[src/rtl/ram_controller.sv]
// ram_controller: valid/ready request front end driving a single-port Ram with one-cycle access strobes.
// Define RAM_CTRL_BYTE_MASK_EN to honour req_mask through read-modify-write stores.
module ram_controller #(
   parameter int DATA_SIZE    = 32,
   parameter int ADDRESS_SIZE = 16
) (
   input  logic                      clk,
   input  logic                      reset,
   input  logic                      req_valid,
   output logic                      req_ready,
   input  logic                      req_write,
   input  logic [ADDRESS_SIZE-1:0]   req_address,
   input  logic [DATA_SIZE-1:0]      req_wdata,
   input  logic [DATA_SIZE/8-1:0]    req_mask,
   output logic                      rsp_valid,
   input  logic                      rsp_ready,
   output logic [DATA_SIZE-1:0]      rsp_rdata,
   output logic                      ram_enable,
   output logic                      ram_read_write,
   output logic [ADDRESS_SIZE-1:0]   ram_address,
   output logic [DATA_SIZE-1:0]      ram_data_in,
   input  logic [DATA_SIZE-1:0]      ram_data_out
);
   localparam int NB = DATA_SIZE / 8;
`ifdef RAM_CTRL_BYTE_MASK_EN
   typedef enum logic [2:0] {IDLE, ACCESS, RMW_RD, RMW_WR, RESP} state_t;
`else
   typedef enum logic [2:0] {IDLE, ACCESS, RESP} state_t;
`endif
   state_t state, next, target;
   logic write_q, rmw_rd, rmw_wr;
`ifdef RAM_CTRL_BYTE_MASK_EN
   logic [NB-1:0] mask_q;
   logic [DATA_SIZE-1:0] wdata_q, merged;
   // zero-mask stores complete without touching the Ram
   assign target = (!req_write || &req_mask) ? ACCESS : (|req_mask ? RMW_RD : RESP);
   assign rmw_rd = state == RMW_RD;
   assign rmw_wr = state == RMW_WR;
   always_comb begin
      merged = ram_data_out;
      for (int i = 0; i < NB; i++)
         if (mask_q[i]) merged[8*i +: 8] = wdata_q[8*i +: 8];
   end
`else
   logic unused_mask;
   assign unused_mask = ^req_mask;
   assign target = ACCESS;
   assign rmw_rd = 1'b0;
   assign rmw_wr = 1'b0;
`endif
   always_ff @(posedge clk or posedge reset)
      if (reset) state <= IDLE;
      else state <= next;
   always_comb begin
      next = state;
      case (state)
         IDLE:   next = req_valid ? target : IDLE;
         ACCESS: next = RESP;
`ifdef RAM_CTRL_BYTE_MASK_EN
         RMW_RD: next = RMW_WR;
         RMW_WR: next = RESP;
`endif
         RESP:   next = rsp_ready ? IDLE : RESP;
         default: next = IDLE;
      endcase
   end
   always_comb begin
      req_ready      = state == IDLE && !reset;
      rsp_valid      = state == RESP;
      ram_enable     = state == ACCESS || rmw_rd || rmw_wr;
      ram_read_write = !((state == ACCESS && write_q) || rmw_wr);
   end
   always_ff @(posedge clk or posedge reset) begin
      if (reset) begin
         write_q     <= 1'b0;
         ram_address <= '0;
         ram_data_in <= '0;
         rsp_rdata   <= '0;
`ifdef RAM_CTRL_BYTE_MASK_EN
         mask_q      <= '0;
         wdata_q     <= '0;
`endif
      end else begin
         if (state == IDLE && req_valid) begin
            write_q <= req_write;
`ifdef RAM_CTRL_BYTE_MASK_EN
            mask_q  <= req_mask;
            wdata_q <= req_wdata;
`endif
            if (target != RESP) ram_address <= req_address;
            if (target == ACCESS) ram_data_in <= req_wdata;
         end
         if (state == ACCESS && !write_q) rsp_rdata <= ram_data_out;
`ifdef RAM_CTRL_BYTE_MASK_EN
         if (rmw_rd) ram_data_in <= merged;
`endif
      end
   end
endmodule

[config.mk]
export PLATFORM = sky130hd
export DESIGN_NAME = ram_controller
export DESIGN_NICKNAME = d
export VERILOG_FILES = /design/src/rtl/ram_controller.sv
export SDC_FILE = /design/constraint.sdc
export NUM_CORES = 1
export LEC_CHECK = 0
export ABC_CLOCK_PERIOD_IN_PS = 4700
export CAP_MARGIN = 30
export CORE_AREA = 10 10 98 100
export DETAILED_ROUTE_END_ITERATION = 16
export DIE_AREA = 0 0 108 110
export GPL_ROUTABILITY_DRIVEN = 0
export PLACE_DENSITY = 0.85
export SETUP_SLACK_MARGIN = 0.02
export SLEW_MARGIN = 10
export SYNTH_ARGS = -nofsm -noshare
export SYNTH_HDL_FRONTEND = slang
export SYNTH_SLANG_ARGS = --single-unit
[constraint.sdc]
create_clock -name clk -period 4.7 [get_ports clk]
set_clock_uncertainty 0.1 [all_clocks]
set_input_delay 1.41 -clock clk [delete_from_list [all_inputs] [get_ports clk]]
set_output_delay 1.41 -clock clk [all_outputs]
set_load 0.03 [all_outputs]
* Yosys cells after proc, flatten, opt, wreduce, memory -nomap -nowiden
Cells that the tools add are included.
** Operators by class
- Equality and inequality tests :: 2
- Mux-type cells :: 3
- Reduce and logical (&&, ||, !) cells :: 8
** Operator list (count)
- $pmux 2 s3 :: 1
- $logic_and 1x1->1 :: 4
- $eq 3x1->1 const B :: 1
- $eq 3x2->1 const B :: 1
- $logic_not 1->1 :: 3
- $logic_not 3->1 :: 1
- $mux 2 :: 1
- $mux 1 :: 1
** Word-level totals
- Register bits after elaboration :: 84
- Bits of input ports :: 89
- Logic and storage cells :: 18

* Logic depth before layout (Yosys ltp)
- Word-level depth :: 3
- Depth in mapped cells :: 3
- Depth with buffers taken out :: 2

* Worst setup path before layout
OpenSTA, ideal clock, no wires.
- Path kind :: in2out
- Start point :: input port reset
- End point :: output port req_ready
- Data arrival time :: 2062 ps
- Data required time :: 3190 ps
- Setup slack :: 1128 ps
- Stages :: 1
- Path through :: nor3_1
** On the way
- Longest elaborated chain between the ends :: 2
** RTL lines
- from (decl) :: RTL line 8 : input logic reset,
- $logic_not 1->1 (no line)
- $logic_and 1x1->1 :: RTL line 68 : req_ready = state == IDLE && !reset;
- to (decl) :: RTL line 10 : output logic req_ready,
No other way between the ends.

* Final worst setup path
Ends and elaborated chain as after synthesis.

==> impl_summary.txt <==
----------------------------------------------------
[Clock network]
  Total setup buffers inserted after CTS ... 0
  Clock buffer depth ... 2
  Library cell used as clock root buffer ... clkbuf_8
  Post-CTS clock slew at the launch and capture registers of the worst setup and hold paths ... approximately 0.080 ns
  CTS hold repair buffers ... 0
  Num CTS Buffers ... 9
  Clock Sink Count ... between 80 and 90
  Clock tree from TritonCTS ... done
  Clock insertion delay at the later pin of the skew report ... 0.34 ns
  H-tree depth ... 3
  Cts repair resizes ... 0

[Flow run]
  Number of max-capacitance violations reported ... 0

[Setup path]
  Type of the setup path with the least slack ... input pin to primary output
  Biggest fanout along the worst timing path ... 2
  Required time of the critical path ... around 3.2 ns
  Category of the worst setup path capture point ... primary output
  Worst EP arrival ... 2.69 ns
  Startpoint type of the worst setup path ... input pin

[Global route]
  Wire length of the first global-routing pass ... about 13000 um
  Sum of overflow across all layers after global routing ... 0
  Number of antenna violations at the first check in global routing ... 0
  Overall global routing resource usage ... a little over an eighth
  Largest net degree at the start of global routing ... 35
  Number of global-route vias before repair ... ~2400

[Logic synthesis]
  Count of state elements after synthesis ... a little over 80
  Most common cell in the netlist ... dfrtp_1
  Per-instance average area after synthesis ... 17.4 um^2
  Number of flops mapped to enable cells by yosys ... 0
  Unique cell type count in the Yosys netlist ... 11
  Top flip-flop cell by instance count after synthesis ... dfrtp_1
  Instance count of the mapped netlist ... about 180
  Synth top area share ... 65.8%
  Total nets after synthesis ... 270
  Async SR Flop Fraction ... 100%
  List of most frequent post-synthesis cells ... 83 x dfrtp_1, 75 x mux2_2, 8 x buf_6, 6 x mux2_1
  Library cell occupying the most area in the post-synthesis netlist ... dfrtp_1
  Combined area of all synthesized cells ... around 3200 um^2
  Biggest area contributors in the synthesized netlist ... dfrtp_1 66%, mux2_2 27%, buf_6 2.9%, mux2_1 2.1%, nor3b_4 1.2%
  Yosys warning total ... 0
  Proportion of synthesized chip area in sequential cells ... roughly 66%

[Routing]
  Total length of routed wires ... roughly 8500 um
  DRT iter0 DRCs ... 37
  Average detailed-routed wire length per instance ... around 18 um
  Drt via density ... 4.64
  Total number of vias ... 2152
  Residual DRC ... 0
  Antenna viol nets, final ... 0
  First-pass DRT Iterations ... 4

[Layout]
  Fraction of layout instances using a drive strength above 1 ... between 20 and 30%
  Post-route design area ... between 5000 and 6000 um^2
  Area Growth Syn to Fin ... 63.0%
  Number of antenna diodes ... 0
  Final nets ... between 400 and 500

[Timing]
  Setup_tns ... 0 ns
  Tcrit/Tclk final ... around nine tenths
  Count of final max-slew check failures ... 0
  Max Fclk ... 0.238 GHz
  Final setup violation count ... 0
  Final min period ... 4.20 ns
  Worst slew pin tran ... roughly 0.52 ns
  Count of endpoints failing hold in the final timing report ... 0
  RSZ-0062 raised after global routing ... no
  Relative slew margins ... about two thirds

[Min path]
  Path type of the worst min-delay path ... flip-flop to flip-flop

[Placement]
  Detailed Place HPWL ... 6870 um
  Instance area after placement ... 4910 um^2
  Number of I/O port buffers ... between 150 and 200

[Pwr]
  Reg power frac ... about a third
  Leak Pwr ... 2.11 nW
  Part of the power in the clock network ... between 10% and 20%
  Worst vdd rail ir drop ... about 0.33 mV
  Cell internal power dissipation ... ~2.4 mW
  Switching share of total power ... about 39%
  Combinational cell fraction of total power ... between 50% and 60%
  Power density cells ... around 770 nW/um^2
  NetSw ... 1.56 mW

[Die]
  Horizontal die dimension ... about 110 um
  Starting density of the core ... around two fifths
  Row Count ... 32
  Placeable Area ... about 7600 um^2
  Die Outline Area ... about 12000 um^2
  Total I/O pin count ... 173
  Die height ... 110 um

[Outcome]
  Run status ... finished, final reports clean

----------------------------------------------------
[layer usage]
layer	wire length (um)	global-route usage, %
met3	1020	6.96
met5	0	0
met1	3010	13.8
met4	78	4.87
met2	4400	24.0
[critical path: stages]
cell and delay [ns]:
clkdlybuf4s50_1 0.44, nor3_1 0.14, clkdlybuf4s50_1 0.71
[through the flow]
step | std cells | worst slack [ns] | hold slack [ns] | utilization (%) | power (mW)
final | 464 | 0.496 | 0.387 | 67.2 | 3.98
after detailed placement | 448 | 0.490 | 0.374 | 64.2 | 3.47
after floorplan | 181 | 1.05 | 0.463 | - | 2.52
after CTS | 464 | 0.489 | 0.393 | 67.2 | 4.05
after global placement | 448 | 0.479 | 0.367 | 64.2 | 3.40
after global routing | 464 | 0.474 | 0.404 | 67.2 | 4.18
[area by class of cell]
cell class,instances,area (um^2)
fillers,556,2510
clock inverters,4,72.6
clock buffers,12,155
well taps,102,128
inverters,2,8.76
flip-flops and latches,83,2080
multi-input cells,88,980
repair buffers,173,1720
[final timing paths]
check / start / endpoint / slack (ns) / depth (start not counted)
setup / recovery: reset / req_ready / 0.50 / 3
hold / removal: ram_address[2] / ram_address[2] / 0.39 / 1
setup reg to reg: state[1] / ram_address[11] / 2.96 / 3
hold reg to reg: ram_address[2] / ram_address[2] / 0.39 / 1
max in group asynchronous: reset / ram_address[13] / 2.38 / 3
min in group asynchronous: reset / write_q / 1.34 / 2
[state kept, by name, indices dropped and copies added (netlist names)]
signal	count
ram_address	16
rsp_rdata	32
write_q	1
ram_data_in	32
state	2
[cells in the final DEF (no fill, tap or decap)]
master,n
clkdlybuf4s50_1,168
dfrtp_1,83
mux2_2,75
clkbuf_8,11
mux2_1,6
buf_4,5
nor3b_4,2
clkinv_2,2
bufinv_16,2
and2b_1,1
inv_1,1
nor2b_1,1
a21o_1,1
nand2_1,1
nor3_1,1
clkbuf_1,1
clkinvlp_4,1
[cell families (layout without fill, tap and decap cells)]
logic type,after synthesis,in the layout,share of synthesized area [%]
flops,83,83,65.8
buf+inv,10,191,3.09
simple gates,6,6,1.90
mux,81,81,28.9
compound gates,1,1,0.238
[power by group through the flow]
stage	sequential (mW)	clock, mW	combinational (mW)
2_1_floorplan	1.98	0	0.537
3_3_place_gp	1.26	0	2.15
3_5_place_dp	1.29	0	2.18
4_1_cts	1.27	0.588	2.18
5_1_grt	1.31	0.622	2.25
6_report	1.27	0.564	2.15
Note: power is estimated with default switching activity, not from simulation.
